<file path="src/rtl/bank_mapper_pkg.sv">
// Shared constants for the bank mapper: gate-array function codes,
// RAM configuration encodings and register reset values.
package bank_mapper_pkg;

   localparam logic [1:0] GA_FN_ROM = 2'b10;
   localparam logic [1:0] GA_FN_RAM = 2'b11;

   typedef logic [2:0] ram_cfg_t;

   localparam ram_cfg_t RAM_CFG_BASE    = 3'd0;
   localparam ram_cfg_t RAM_CFG_HI_EXT  = 3'd1;
   localparam ram_cfg_t RAM_CFG_ALL_EXT = 3'd2;
   localparam ram_cfg_t RAM_CFG_HI_SWAP = 3'd3;

   localparam logic     LROM_EN_RST = 1'b1;
   localparam logic     HROM_EN_RST = 1'b1;
   localparam ram_cfg_t RAM_CFG_RST = RAM_CFG_BASE;

endpackage

</file>
<file path="src/rtl/bank_mapper_ram_map.sv">
// Combinational RAM page mapping: (cfg, bank, block) -> expansion flag,
// expansion bank and 16 KB block.
module bank_mapper_ram_map
   import bank_mapper_pkg::*;
#(
   parameter int unsigned RAM_BANK_BITS = 3
) (
   input  logic [2:0]               cfg_i,
   input  logic [RAM_BANK_BITS-1:0] bank_i,
   input  logic [1:0]               blk_i,
   output logic                     ext_o,
   output logic [RAM_BANK_BITS-1:0] bank_o,
   output logic [1:0]               blk_o
);

   always_comb begin
      ext_o = 1'b0;
      blk_o = blk_i;
      if (cfg_i[2]) begin
         // cfg 4..7 open one expansion block in the &4000 window
         if (blk_i == 2'd1) begin
            ext_o = 1'b1;
            blk_o = cfg_i[1:0];
         end
      end else begin
         unique case (cfg_i)
            RAM_CFG_HI_EXT:  ext_o = (blk_i == 2'd3);
            RAM_CFG_ALL_EXT: ext_o = 1'b1;
            RAM_CFG_HI_SWAP: begin
               if (blk_i == 2'd3) ext_o = 1'b1;
               else if (blk_i == 2'd1) blk_o = 2'd3;
            end
            default: ;
         endcase
      end
   end

   assign bank_o = ext_o ? bank_i : '0;

endmodule

</file>
<file path="src/rtl/bank_mapper.sv">
// Z80-writable memory mapper: ROM enables, upper ROM select and 6128-style
// RAM banking, with a one-update-per-I/O-cycle write FSM.
module bank_mapper
   import bank_mapper_pkg::*;
#(
   parameter int unsigned RAM_BANK_BITS = 3,
   parameter int unsigned ROM_SEL_BITS  = 8
) (
   input  logic                     CLK,
   input  logic                     RESET_n,
   input  logic [15:0]              A,
   input  logic [7:0]               D,
   input  logic                     IORQ_n,
   input  logic                     MREQ_n,
   input  logic                     RD_n,
   input  logic                     WR_n,
   input  logic                     M1_n,
   output logic                     ROMEN_n,
   output logic                     RAMRD_n,
   output logic [ROM_SEL_BITS-1:0]  ROMSEL,
   output logic                     RAM_EXT,
   output logic [RAM_BANK_BITS-1:0] RAM_BANK,
   output logic [1:0]               RAM_BLK
);

   localparam logic [0:0] ST_IDLE   = 1'b0;
   localparam logic [0:0] ST_ACTIVE = 1'b1;

   logic                     iow;
   logic                     iow_q;
   logic [7:0]               d_q;
   logic [2:0]               a_q;
   logic [0:0]               state_q,   state_d;
   logic                     lrom_en_q, lrom_en_d;
   logic                     hrom_en_q, hrom_en_d;
   logic [ROM_SEL_BITS-1:0]  romsel_q,  romsel_d;
   ram_cfg_t                 ram_cfg_q, ram_cfg_d;
   logic [RAM_BANK_BITS-1:0] bank_q,    bank_d;
   logic                     ga_sel;
   logic                     rom;
   logic                     mem_rd;
   logic                     unused_addr;

   assign iow         = ~IORQ_n & ~WR_n & M1_n;
   assign unused_addr = ^A[12:0];

   // a_q holds A[15:13]: [2]=A15, [1]=A14, [0]=A13
   assign ga_sel = (a_q[2:1] == 2'b01);

   always_comb begin
      state_d   = state_q;
      lrom_en_d = lrom_en_q;
      hrom_en_d = hrom_en_q;
      romsel_d  = romsel_q;
      ram_cfg_d = ram_cfg_q;
      bank_d    = bank_q;
      unique case (state_q)
         ST_IDLE: begin
            if (iow_q) begin
               state_d = ST_ACTIVE;
               if (ga_sel && d_q[7:6] == GA_FN_ROM) begin
                  lrom_en_d = ~d_q[2];
                  hrom_en_d = ~d_q[3];
               end
               if (ga_sel && d_q[7:6] == GA_FN_RAM) begin
                  ram_cfg_d = d_q[2:0];
                  bank_d    = d_q[3 +: RAM_BANK_BITS];
               end
               if (!a_q[0]) romsel_d = d_q[ROM_SEL_BITS-1:0];
            end
         end
         default: begin
            if (!iow_q) state_d = ST_IDLE;
         end
      endcase
   end

   always_ff @(posedge CLK or negedge RESET_n) begin
      if (!RESET_n) begin
         iow_q     <= 1'b0;
         d_q       <= '0;
         a_q       <= '0;
         state_q   <= ST_IDLE;
         lrom_en_q <= LROM_EN_RST;
         hrom_en_q <= HROM_EN_RST;
         romsel_q  <= '0;
         ram_cfg_q <= RAM_CFG_RST;
         bank_q    <= '0;
      end else begin
         iow_q     <= iow;
         d_q       <= D;
         a_q       <= A[15:13];
         state_q   <= state_d;
         lrom_en_q <= lrom_en_d;
         hrom_en_q <= hrom_en_d;
         romsel_q  <= romsel_d;
         ram_cfg_q <= ram_cfg_d;
         bank_q    <= bank_d;
      end
   end

   assign rom     = (lrom_en_q & (A[15:14] == 2'b00)) | (hrom_en_q & (A[15:14] == 2'b11));
   assign mem_rd  = ~MREQ_n & ~RD_n;
   assign ROMEN_n = ~(rom & mem_rd);
   assign RAMRD_n = ~(~rom & mem_rd);
   assign ROMSEL  = romsel_q;

   bank_mapper_ram_map #(
      .RAM_BANK_BITS(RAM_BANK_BITS)
   ) u_ram_map (
      .cfg_i  (ram_cfg_q),
      .bank_i (bank_q),
      .blk_i  (A[15:14]),
      .ext_o  (RAM_EXT),
      .bank_o (RAM_BANK),
      .blk_o  (RAM_BLK)
   );

endmodule

</file>
<file path="config.mk">
export PLATFORM = sky130hd
export DESIGN_NAME = bank_mapper
export DESIGN_NICKNAME = d
export VERILOG_FILES = /design/src/rtl/bank_mapper_pkg.sv /design/src/rtl/bank_mapper_ram_map.sv /design/src/rtl/bank_mapper.sv
export SDC_FILE = /design/constraint.sdc
export NUM_CORES = 1
export LEC_CHECK = 0
export CAP_MARGIN = 25
export CORE_ASPECT_RATIO = 0.8
export CORE_MARGIN = 3
export CORE_UTILIZATION = 40
export CTS_CLUSTER_SIZE = 40
export DETAILED_ROUTE_END_ITERATION = 10
export GPL_ROUTABILITY_DRIVEN = 0
export PLACE_DENSITY_LB_ADDON = 0.2
export SYNTH_ARGS = -nofsm -noshare
export SYNTH_HDL_FRONTEND = slang
export SYNTH_HIERARCHICAL = 1
export SYNTH_SLANG_ARGS = --single-unit
export TNS_END_PERCENT = 30
</file>
<file path="constraint.sdc">
create_clock -name CLK -period 2 [get_ports CLK]
set_input_delay 0.6 -clock CLK [delete_from_list [all_inputs] [get_ports CLK]]
set_output_delay 0.6 -clock CLK [all_outputs]
set_load 0.01 [all_outputs]
</file>
==> summary.md <==
| Metric | Value |
|---|---|
| Status | finished, violations left |
| Violated checks | negative setup slack |
| Nets | 155 |
| Leak | 0.784 nW |
| Most frequent cells in the layout | 27 x dfrtp_1, 23 x clkdlybuf4s50_1, 11 x buf_4 |
| Crit path kind | reg -> out |
| Num CTS Buffers | 5 |
| DP Wirelength | 1540 um |
| Crit Path Max Fanout | 5 |
| Crit. End Element | primary output |
| Largest net degree at the start of global routing | 30 |
| TritonCTS clock tree | built |
| Die Footprint | 3580 sq um |
| Area post-placement | 1590 sq um |
| Post-Route Skew | 0.00809 ns |
| Power Total | 0.00150 W |
| VDD IR-drop max | ~480 uV |
| Worst-Skew Late Latency | 0.32 ns |
| Final non-filler cell area | 1670 sq um |
| RSZ-0062 raised after global routing | true |
| Yosys reg bits | 29 |
| Actual slew at the worst max-slew pin | 0.357 ns |
| P&R area growth vs syn | 44.6% |
| Worst Slack Setup Final | -0.0812 ns |
| Crit path launch type | flop |
| Ratio of cells with drive above 1 in the final layout | 0.416 |
| Tot GR Track Use | 0.137 |
| CP arrival | 1.48 ns |
| Vias | 760 |
| GRT Residual Overflow | 0 |
| Synthesized area | roughly 1200 sq um |
| Initial antenna violation count | 0 |
| First-pass GRT wire length | between 3000 and 4000 um |
| Yosys warning count | 6 |
| Final Hold Vio Count | 0 |
| Die X | 66.1 um |
| Place WS | -0.763 ns |
| Syn Nets | 104 |
| CTS Buffer Depth | 2 |
| Clock-pin transition on the worst setup and hold timing paths | 0.10 ns |
| Vias in the first global route | 748 |
| Setup_tns | -0.222 ns |
| Core area | 2600 sq um |
| Commonest non-fill, non-tap cell in the layout | dfrtp_1 |
| Layout fillers | 216 |
| PwrDens | 894 nW/um^2 |
| ANT cells | 0 |
| DR pass1 iterations | 2 |
| Final period util | 1.04 |
| Die H | 54.1 um |
| Wirelength per Cell | 13.4 um |
| Relative slew margins | 0.762 |
| Row cnt | 16 |
| Initial DRC Count | 7 |
| IO buf count | 33 |
| HP Class | reg -> reg |
| H-tree depth | 2 |
| I/O pin total | 47 |
| Cell variety after synth | 22 |
| Slew Limit Fails | 0 |
| Mean Syn Cell Area | roughly 16 sq um |
| Seq/Total Area, Yosys | 0.629 |
| Final min period | ~2.1 ns |
| DR vias/cell | 4.72 |
| DRC | 0 |
| Clock tree sinks | 29 |
| MaxCap Viol Count | 0 |
| Synth Instances | 73 |
| Hold WS | 0.463 ns |
| Root Buffer | clkbuf_4 |
| Starting Density | 0.445 |
| WP data required | 1.40 ns |
| Final ANT Viol Nets | 0 |
| Fmax | 0.480 GHz |
| Final Routed Wirelength | between 2000 and 2500 um |
| Final Setup Violations | 4 |
## worst paths after layout
kind                            cells past startpoint               endpoint                      from  slack (ns)
worst max-delay path                                3            RAM_BANK[0]  ram_cfg_q[2]$_DFFE_PN0P_       -0.08
worst min-delay path                                0      state_q$_DFF_PN0_           iow_q$_DFF_PN0_        0.46
worst max register to register                      3  ROMSEL[5]$_DFFE_PN0P_         state_q$_DFF_PN0_        0.79
worst min register to register                      0      state_q$_DFF_PN0_           iow_q$_DFF_PN0_        0.46
max in group asynchronous                           2  hrom_en_q$_DFFE_PN1P_                   RESET_n        1.04
min in group asynchronous                           2  ROMSEL[2]$_DFFE_PN0P_                   RESET_n        0.64
## synth_stat cells (all sizes together)
cell type / n / share of area
nor3b: 1 / 0.0065
nand2b: 4 / 0.028
nor2: 3 / 0.038
o31a: 2 / 0.016
or3b: 1 / 0.0097
a31oi: 3 / 0.016
mux2i: 2 / 0.017
nand2: 1 / 0.0032
mux2: 14 / 0.16
nand3: 2 / 0.0086
o211ai: 1 / 0.0065
dfstp: 2 / 0.045
nand4b: 2 / 0.028
nand3b: 1 / 0.0065
dfrtp: 27 / 0.58
and4bb: 1 / 0.011
inv: 6 / 0.019
## cells by family (layout without fill, tap and decap cells)
group	Yosys count	count (layout)	synth area share
mux	16	16	0.173
simple gates	16	16	0.139
buf+inv	6	58	0.0195
compound gates	6	6	0.0389
flops	29	29	0.629
## repair_timing
item                                    4_1_cts  5_1_grt
resized for setup                            37        2
endpoints found under the setup margin        8        7
buffers inserted                              3        0
cloned                                        0        0
hold buffers                                  0        0
pin swaps                                     1        1
hold endpoints to repair                      0        0
## sequential cells by signal (all words and copies together), names as in the netlist
signal	cells
bank_q	3
state_q	1
ROMSEL	8
lrom_en_q	1
ram_cfg_q	3
hrom_en_q	1
a_q	3
d_q	8
iow_q	1
## critical path, stage by stage, from the launching register on
cell     delay, ns
dfrtp_1       0.44
or3b_4        0.42
a31oi_1       0.15
buf_2         0.16
## per-layer routing
layer,GRT usage,up-vias,routed length [um]
met5,0,-,0
li1,-,362,-
met4,0.0811,0,40
met1,0.172,362,1030
met2,0.203,30,920
met3,0.0522,6,160
## area by class of cell
| class | instances | area (sq um) | area share |
|---|---|---|---|
| sequential | 29 | 728 | 0.435 |
| timing repair buffer | 44 | 374 | 0.223 |
| clock buffer | 6 | 51.3 | 0.0306 |
| multi-input combinational | 38 | 415 | 0.248 |
| clock inverter | 2 | 37.5 | 0.0224 |
| inverter | 6 | 22.5 | 0.0135 |
| tap | 36 | 45.0 | 0.0269 |
## through the flow
| stage | cells | util |
|---|---|---|
| final | 161 | 0.643 |
| after global routing | 161 | 0.643 |
| after CTS | 161 | 0.640 |
| after detailed placement | 150 | 0.612 |
| after global placement | 150 | 0.612 |
| after floorplan | 73 | - |
## report_power, final
part	total (W)	switching (W)	internal (W)
registers	0.000702	0.0000416	0.000660
logic	0.000293	0.000105	0.000188
clock network	0.000501	0.000204	0.000297
total	0.00150	0.000351	0.00115
Power figures use the tool's default switching activity.
